===== src/rtl/rv32i_hazard_ctrl.sv =====
`default_nettype none
// ============================================================================
// Module   : rv32i_hazard_ctrl
// Purpose  : Hazard/sequencing controller for the 5-stage RV32I pipeline.
//            Generates stage stall/flush controls, EX-stage forwarding selects,
//            a sticky data-memory timeout flag and saturating debug counters.
// Revision : 1.0 - initial release
// ============================================================================
module rv32i_hazard_ctrl #(
  parameter int RST_HOLD_CYCLES = 4,
  parameter int MEM_TIMEOUT     = 64,
  parameter int CNT_W           = 32
) (
  input  logic             clk_i,
  input  logic             rst_i,
  input  logic [31:0]      ifid_instr_i,
  input  logic             ifid_valid_i,
  input  logic [4:0]       idex_rs1_addr_i,
  input  logic [4:0]       idex_rs2_addr_i,
  input  logic [4:0]       idex_rd_addr_i,
  input  logic             idex_memread_i,
  input  logic             idex_valid_i,
  input  logic [4:0]       exmem_rd_addr_i,
  input  logic             exmem_regwrite_i,
  input  logic [1:0]       exmem_wb_sel_i,
  input  logic             exmem_mem_req_i,
  input  logic             exmem_valid_i,
  input  logic [4:0]       memwb_rd_addr_i,
  input  logic             memwb_regwrite_i,
  input  logic [1:0]       memwb_wb_sel_i,
  input  logic             memwb_valid_i,
  input  logic             bj_taken_i,
  input  logic             dmem_ack_i,
  output logic             stall_if_o,
  output logic             stall_id_o,
  output logic             stall_ex_o,
  output logic             stall_mem_o,
  output logic             flush_if_o,
  output logic             flush_id_o,
  output logic             flush_ex_o,
  output logic             flush_mem_o,
  output logic [2:0]       fw0_sel_o,
  output logic [2:0]       fw1_sel_o,
  output logic             mem_err_o,
  output logic [CNT_W-1:0] stall_cnt_o,
  output logic [CNT_W-1:0] flush_cnt_o
);

  localparam logic [3:0] HOLD_LAST = 4'(RST_HOLD_CYCLES - 1);
  localparam logic [7:0] WAIT_LAST = 8'(MEM_TIMEOUT - 1);

  localparam logic [6:0] OP_LUI    = 7'b0110111;
  localparam logic [6:0] OP_AUIPC  = 7'b0010111;
  localparam logic [6:0] OP_JAL    = 7'b1101111;
  localparam logic [6:0] OP_REG    = 7'b0110011;
  localparam logic [6:0] OP_STORE  = 7'b0100011;
  localparam logic [6:0] OP_BRANCH = 7'b1100011;

  typedef enum logic [1:0] {
    ST_HOLD     = 2'd0,
    ST_RUN      = 2'd1,
    ST_MEM_WAIT = 2'd2
  } state_t;

  state_t     state;
  logic [3:0] hold_cnt;
  logic [7:0] wait_cnt;

  logic [6:0] opcode;
  logic [4:0] src1;
  logic [4:0] src2;
  logic       rs1_used;
  logic       rs2_used;
  logic       load_use;
  logic       mem_block;
  logic       flush_event;
  logic       any_stall;
  logic       unused_instr_bits;

  // Operand select for one EX source; the youngest producer (EX/MEM) wins.
  function automatic logic [2:0] fwd_sel(
    input logic [4:0] rs,
    input logic       ex_hit_en,
    input logic [4:0] ex_rd,
    input logic [1:0] ex_sel,
    input logic       wb_hit_en,
    input logic [4:0] wb_rd,
    input logic [1:0] wb_sel
  );
    logic [2:0] sel;
    sel = 3'd0;
    if (rs != 5'd0) begin
      if (ex_hit_en && ex_rd == rs) begin
        // A load still in MEM has no data yet; the load-use bubble prevents it.
        case (ex_sel)
          2'b00:   sel = 3'd1;
          2'b10:   sel = 3'd4;
          default: sel = 3'd0;
        endcase
      end else if (wb_hit_en && wb_rd == rs) begin
        case (wb_sel)
          2'b00:   sel = 3'd2;
          2'b01:   sel = 3'd3;
          2'b10:   sel = 3'd4;
          default: sel = 3'd0;
        endcase
      end
    end
    return sel;
  endfunction

  assign opcode   = ifid_instr_i[6:0];
  assign src1     = ifid_instr_i[19:15];
  assign src2     = ifid_instr_i[24:20];
  assign rs1_used = !(opcode == OP_LUI || opcode == OP_AUIPC || opcode == OP_JAL);
  assign rs2_used = (opcode == OP_REG || opcode == OP_STORE || opcode == OP_BRANCH);

  // Only the opcode and source fields matter for hazard detection.
  assign unused_instr_bits = ^{ifid_instr_i[31:25], ifid_instr_i[14:7]};

  assign load_use = ifid_valid_i && idex_valid_i && idex_memread_i &&
                    (idex_rd_addr_i != 5'd0) &&
                    ((rs1_used && idex_rd_addr_i == src1) ||
                     (rs2_used && idex_rd_addr_i == src2));

  assign mem_block = exmem_mem_req_i && !dmem_ack_i;

  // Stage control decode: memory wait beats redirect, redirect beats load-use.
  always_comb begin
    stall_if_o  = 1'b0;
    stall_id_o  = 1'b0;
    stall_ex_o  = 1'b0;
    stall_mem_o = 1'b0;
    flush_if_o  = 1'b0;
    flush_id_o  = 1'b0;
    flush_ex_o  = 1'b0;
    flush_mem_o = 1'b0;
    flush_event = 1'b0;
    if (!rst_i || state == ST_HOLD) begin
      flush_if_o  = 1'b1;
      flush_id_o  = 1'b1;
      flush_ex_o  = 1'b1;
      flush_mem_o = 1'b1;
    end else if (state == ST_RUN) begin
      if (mem_block) begin
        stall_if_o  = 1'b1;
        stall_id_o  = 1'b1;
        stall_ex_o  = 1'b1;
        stall_mem_o = 1'b1;
      end else if (bj_taken_i) begin
        flush_if_o  = 1'b1;
        flush_id_o  = 1'b1;
        flush_event = 1'b1;
      end else if (load_use) begin
        stall_if_o  = 1'b1;
        flush_id_o  = 1'b1;
        flush_event = 1'b1;
      end
    end else begin
      // Waiting on data memory: freeze everything until the ack cycle.
      stall_if_o  = !dmem_ack_i;
      stall_id_o  = !dmem_ack_i;
      stall_ex_o  = !dmem_ack_i;
      stall_mem_o = !dmem_ack_i;
    end
  end

  assign any_stall = stall_if_o || stall_id_o || stall_ex_o || stall_mem_o;

  assign fw0_sel_o = rst_i ? fwd_sel(idex_rs1_addr_i,
                                     exmem_valid_i && exmem_regwrite_i, exmem_rd_addr_i, exmem_wb_sel_i,
                                     memwb_valid_i && memwb_regwrite_i, memwb_rd_addr_i, memwb_wb_sel_i)
                           : 3'd0;
  assign fw1_sel_o = rst_i ? fwd_sel(idex_rs2_addr_i,
                                     exmem_valid_i && exmem_regwrite_i, exmem_rd_addr_i, exmem_wb_sel_i,
                                     memwb_valid_i && memwb_regwrite_i, memwb_rd_addr_i, memwb_wb_sel_i)
                           : 3'd0;

  // Sequencing FSM: post-reset hold, normal run, and bounded memory wait.
  always_ff @(posedge clk_i or negedge rst_i) begin
    if (!rst_i) begin
      state     <= ST_HOLD;
      hold_cnt  <= 4'd0;
      wait_cnt  <= 8'd0;
      mem_err_o <= 1'b0;
    end else begin
      case (state)
        ST_HOLD: begin
          if (hold_cnt == HOLD_LAST) state <= ST_RUN;
          else                       hold_cnt <= hold_cnt + 4'd1;
        end
        ST_RUN: begin
          if (mem_block) begin
            state    <= ST_MEM_WAIT;
            wait_cnt <= 8'd1;
          end
        end
        ST_MEM_WAIT: begin
          if (dmem_ack_i) begin
            state <= ST_RUN;
          end else if (wait_cnt == WAIT_LAST) begin
            // Give up on the access and let the pipeline move again.
            mem_err_o <= 1'b1;
            state     <= ST_RUN;
          end else begin
            wait_cnt <= wait_cnt + 8'd1;
          end
        end
        default: state <= ST_HOLD;
      endcase
    end
  end

  // Saturating debug counters for stall cycles and redirect/bubble flushes.
  always_ff @(posedge clk_i or negedge rst_i) begin
    if (!rst_i) begin
      stall_cnt_o <= '0;
      flush_cnt_o <= '0;
    end else begin
      if (any_stall && stall_cnt_o != {CNT_W{1'b1}})
        stall_cnt_o <= stall_cnt_o + CNT_W'(1);
      if (flush_event && flush_cnt_o != {CNT_W{1'b1}})
        flush_cnt_o <= flush_cnt_o + CNT_W'(1);
    end
  end

endmodule
`default_nettype wire

===== config.mk =====
export PLATFORM = sky130hd
export DESIGN_NAME = rv32i_hazard_ctrl
export DESIGN_NICKNAME = d
export VERILOG_FILES = /design/src/rtl/rv32i_hazard_ctrl.sv
export SDC_FILE = /design/constraint.sdc
export NUM_CORES = 1
export LEC_CHECK = 0
export ABC_AREA = 1
export ABC_CLOCK_PERIOD_IN_PS = 2550
export BUFFER_PORTS_ARGS = -buffer_cell sky130_fd_sc_hd__buf_2
export CORE_UTILIZATION = 45
export DETAILED_ROUTE_END_ITERATION = 8
export MAX_ROUTING_LAYER = met4
export PLACE_DENSITY = 0.7
export SETUP_SLACK_MARGIN = 0.4
export SYNTH_ARGS = -nofsm -noshare
export SYNTH_HDL_FRONTEND = slang
export SYNTH_SLANG_ARGS = --single-unit

===== constraint.sdc =====
create_clock -name clk_i -period 2.55 [get_ports clk_i]
set_input_delay 0.1275 -clock clk_i [delete_from_list [all_inputs] [get_ports clk_i]]
set_output_delay 0.1275 -clock clk_i [all_outputs]
set_load 0.005 [all_outputs]

==> PnR_summary.wiki <==
{| class="wikitable"
! Metric !! Value
|-
| Final cycle utilization of the critical path || 0.784
|-
| Layout cell share with drive strength beyond 1 || 0.183
|-
| Diodes inserted || 0
|-
| R2R Path Start || flush_cnt_o[0]$_DFFE_PN0P_
|-
| Post-synth net total || 913
|-
| Worst min-delay path startpoint || dmem_ack_i
|-
| Unrepaired setup endpoints after global routing || yes
|-
| Die extent in x || 114 um
|-
| Final std cell area, no fill || 6840 sq um
|-
| Clk_lat worst skew || 340 ps
|-
| Post-Route Setup TNS || 0 ps
|-
| Gate Count Post-Synth || 836
|-
| Number of antenna violations at the first check in global routing || 0
|-
| Clock Path Buffers || 2
|-
| Worst Hold End || wait_cnt[1]$_DFFE_PN0P_
|-
| Yosys reg bits || 79
|-
| Max Transition Viols Final || 0
|-
| Worst hold path stage count || 4
|-
| Slew at the pin closest to its max-slew limit || 1010 ps
|-
| Max-cap check violation count || 0
|-
| Min setup slack post-route || 550 ps
|-
| Data required time of the worst path || 2830 ps
|-
| Area of the core region || 12200 sq um
|-
| Via count of the first global-routing pass || 5509
|-
| Cell leakage power || 0.00357 uW
|-
| Cell Rows || 40
|-
| Largest net degree at the start of global routing || 81
|-
| Kind of critical path || register to register
|-
| Antenna-violating nets left || 0
|-
| Total power divided by cell area || 556 nW/um^2
|-
| Top_reg_cell synth || sky130_fd_sc_hd__dfrtp_1
|-
| Vias || 5810
|-
| Gpl congestion || 0.921
|-
| Vias per cell || 5.08
|-
| Remaining global-route overflow || 0
|-
| CTS tree || built
|-
| CTS H-tree depth || 3
|-
| Number of sinks on the clock net || 79
|-
| Path category of the worst min-delay check || primary input to register
|-
| Logic depth of the worst register-to-register path || 10
|-
| Max IR drop VDD || 0.000429 V
|-
| Flop2flop setup slack || 550 ps
|-
| Die Y || 114 um
|-
| Setup-violating endpoint count in the final report || 0
|-
| Max-slew headroom at the worst pin || 0.324
|-
| Post-DP Area || 6510 sq um
|-
| Data arrival time of the critical path || 2280 ps
|-
| Wire length of the first global-routing pass || 25500 um
|-
| Hold Fails Final Rpt || 0
|-
| Yosys cell types || 35
|-
| Final critical delay including setup and external delays || 2000 ps
|-
| Total clock buffers created by CTS || 9
|-
| Total Routing Usage GR || 0.248
|-
| Number of I/O pins || 152
|-
| Mean post-synth cell area || 6.80 sq um
|-
| Fraction of registers with async set or reset after synthesis || 1.00
|-
| Max Clock Skew || 5.35 ps
|-
| WL per Instance || 13.0 um
|-
| Detailed-placement wirelength estimate || 11200 um
|-
| CP startpoint kind || register
|-
| Port Buffer Count || 136
|-
| Clk Tree Root Cell || sky130_fd_sc_hd__clkbuf_16
|-
| Sequential cell area fraction in the yosys report || 0.348
|-
| Critical path peak fanout || 31
|-
| Hold slack final || 79.1 ps
|-
| Top achievable clock speed || 0.500 GHz
|-
| Most common cell after layout, fill and taps aside || sky130_fd_sc_hd__nand2_1
|-
| Die footprint || 13100 sq um
|-
| R2r endpoint || flush_cnt_o[29]$_DFFE_PN0P_
|-
| CTS Hold Buffers Added || 0
|-
| EDFF count, synth || 0
|-
| Pre-CTS setup slack || 430 ps
|-
| Synthesis Warnings || 0
|-
| Syn Std Cell Area || 5690 sq um
|-
| Most frequent cells in the layout || sky130_fd_sc_hd__nand2_1 (304), sky130_fd_sc_hd__buf_2 (135), sky130_fd_sc_hd__nor2_1 (94)
|-
| Layout Area Growth over Synthesis || 20.2%
|-
| Sum of routed wire length over all layers || 14800 um
|-
| Clock-pin slew on the worst setup and hold paths || 60 ps
|-
| Type of element capturing the critical path || register
|-
| Run status || finished clean
|-
| Pre-antenna DRT Iters || 5
|-
| Iter 0 DRT Violations || 384
|-
| Initial core utilization || 0.468
|-
| Net total in the final layout || 1047
|-
| Remaining DRCs || 0
|}
[where the power goes]
| part | internal, uW | leakage (uW) | switching [uW] | total (uW) |
|---|---|---|---|---|
| sequential | 1380 | 0.00108 | 148 | 1520 |
| combinational | 378 | 0.00234 | 673 | 1050 |
| clock | 710 | 0.000142 | 518 | 1230 |
| total | 2460 | 0.00357 | 1340 | 3800 |
[worst max-delay path: stages, from the launching register on]
cell and delay [ps]:
sky130_fd_sc_hd__dfrtp_1 420, sky130_fd_sc_hd__ha_2 250, sky130_fd_sc_hd__nand3_2 170, sky130_fd_sc_hd__nor2_4 170, sky130_fd_sc_hd__nand4_1 110, sky130_fd_sc_hd__nor2_1 150, sky130_fd_sc_hd__nand4_1 160, sky130_fd_sc_hd__nand3_1 170
sky130_fd_sc_hd__buf_12 190, sky130_fd_sc_hd__nand2_1 70, sky130_fd_sc_hd__nand2_1 60
[cells in the mapped netlist (2+ instances only)]
| cell type | n | share of area |
|---|---|---|
| sky130_fd_sc_hd__nor2_2 | 2 | 0.0022 |
| sky130_fd_sc_hd__inv_1 | 67 | 0.044 |
| sky130_fd_sc_hd__inv_2 | 2 | 0.0013 |
| sky130_fd_sc_hd__nand4_1 | 44 | 0.048 |
| sky130_fd_sc_hd__xor2_1 | 40 | 0.062 |
| sky130_fd_sc_hd__buf_4 | 6 | 0.0079 |
| sky130_fd_sc_hd__buf_2 | 3 | 0.0026 |
| sky130_fd_sc_hd__nand3b_1 | 7 | 0.0092 |
| sky130_fd_sc_hd__o21ai_0 | 15 | 0.013 |
| sky130_fd_sc_hd__o22ai_1 | 3 | 0.0033 |
| sky130_fd_sc_hd__dfrtp_1 | 79 | 0.35 |
| sky130_fd_sc_hd__nand3_1 | 60 | 0.053 |
| sky130_fd_sc_hd__clkbuf_1 | 10 | 0.0066 |
| sky130_fd_sc_hd__a21oi_1 | 9 | 0.0079 |
| sky130_fd_sc_hd__nor2_1 | 94 | 0.062 |
| sky130_fd_sc_hd__xnor2_1 | 29 | 0.045 |
| sky130_fd_sc_hd__nor4_1 | 4 | 0.0044 |
| sky130_fd_sc_hd__nor3b_1 | 4 | 0.0053 |
| sky130_fd_sc_hd__buf_6 | 3 | 0.0059 |
| sky130_fd_sc_hd__nand3_4 | 3 | 0.0092 |
| sky130_fd_sc_hd__ha_1 | 4 | 0.0088 |
| sky130_fd_sc_hd__nor2_4 | 2 | 0.0040 |
| sky130_fd_sc_hd__nor3_1 | 30 | 0.026 |
| sky130_fd_sc_hd__nand2_1 | 305 | 0.20 |
[per-layer routing]
metal	track usage	part of all wire	wire (um)	vias to the layer above
met3	0.0381	0.040	597	17
li1	-	-	-	2970
met4	0.0701	0.015	229	0
met1	0.313	0.46	6880	2675
met5	-	0	0	-
met2	0.414	0.48	7130	148
[cells by family after synthesis]
| logic type | after synthesis | synth area share |
|---|---|---|
| xor gates and xnor gates | 69 | 0.106 |
| DFF | 79 | 0.348 |
| buffers and inverters | 92 | 0.0693 |
| AOI/OAI and AO/OA | 35 | 0.0372 |
| and+or+nand+nor | 557 | 0.431 |
| adders and majority gates | 4 | 0.00880 |
[layout make-up]
class / count / area, sq um
fill: 1240 / 5320
tap: 168 / 210
timing repair buffer: 146 / 774
multi-input combinational: 665 / 3330
clock inverter: 5 / 31.3
clock buffer: 11 / 253
inverter: 69 / 259
sequential: 79 / 1980
[worst max-delay path by stage]
| stage | slack, ps | startpoint | end |
|---|---|---|---|
| 2_1_floorplan | 720 | stall_cnt_o[0]$_DFFE_PN0P_ | stall_cnt_o[6]$_DFFE_PN0P_ |
| 3_3_place_gp | 450 | flush_cnt_o[0]$_DFFE_PN0P_ | flush_cnt_o[13]$_DFFE_PN0P_ |
| 3_5_place_dp | 430 | flush_cnt_o[0]$_DFFE_PN0P_ | flush_cnt_o[28]$_DFFE_PN0P_ |
| 4_1_cts | 400 | flush_cnt_o[0]$_DFFE_PN0P_ | flush_cnt_o[29]$_DFFE_PN0P_ |
| 5_1_grt | 310 | flush_cnt_o[0]$_DFFE_PN0P_ | flush_cnt_o[4]$_DFFE_PN0P_ |
| 6_report | 550 | flush_cnt_o[0]$_DFFE_PN0P_ | flush_cnt_o[29]$_DFFE_PN0P_ |
[stage by stage]
step / total power [uW] / instances / utilization
2_1_floorplan: 2250 / 836 / -
3_3_place_gp: 2550 / 1126 / 0.535
3_5_place_dp: 2580 / 1126 / 0.535
4_1_cts: 3820 / 1143 / 0.559
5_1_grt: 4050 / 1143 / 0.562
6_report: 3800 / 1143 / 0.562
[state kept, by name (all words and copies together), names as in the netlist]
register     cells
state            2
hold_cnt         4
wait_cnt         8
mem_err_o        1
stall_cnt_o     32
flush_cnt_o     32
[timing repair]
action	4_1_cts	5_1_grt
gates resized for setup	0	8
endpoints found under the setup margin	1	65
cloned	0	0
buffers inserted	1	0
pin swaps	0	1
Power figures use the tool's default switching activity.
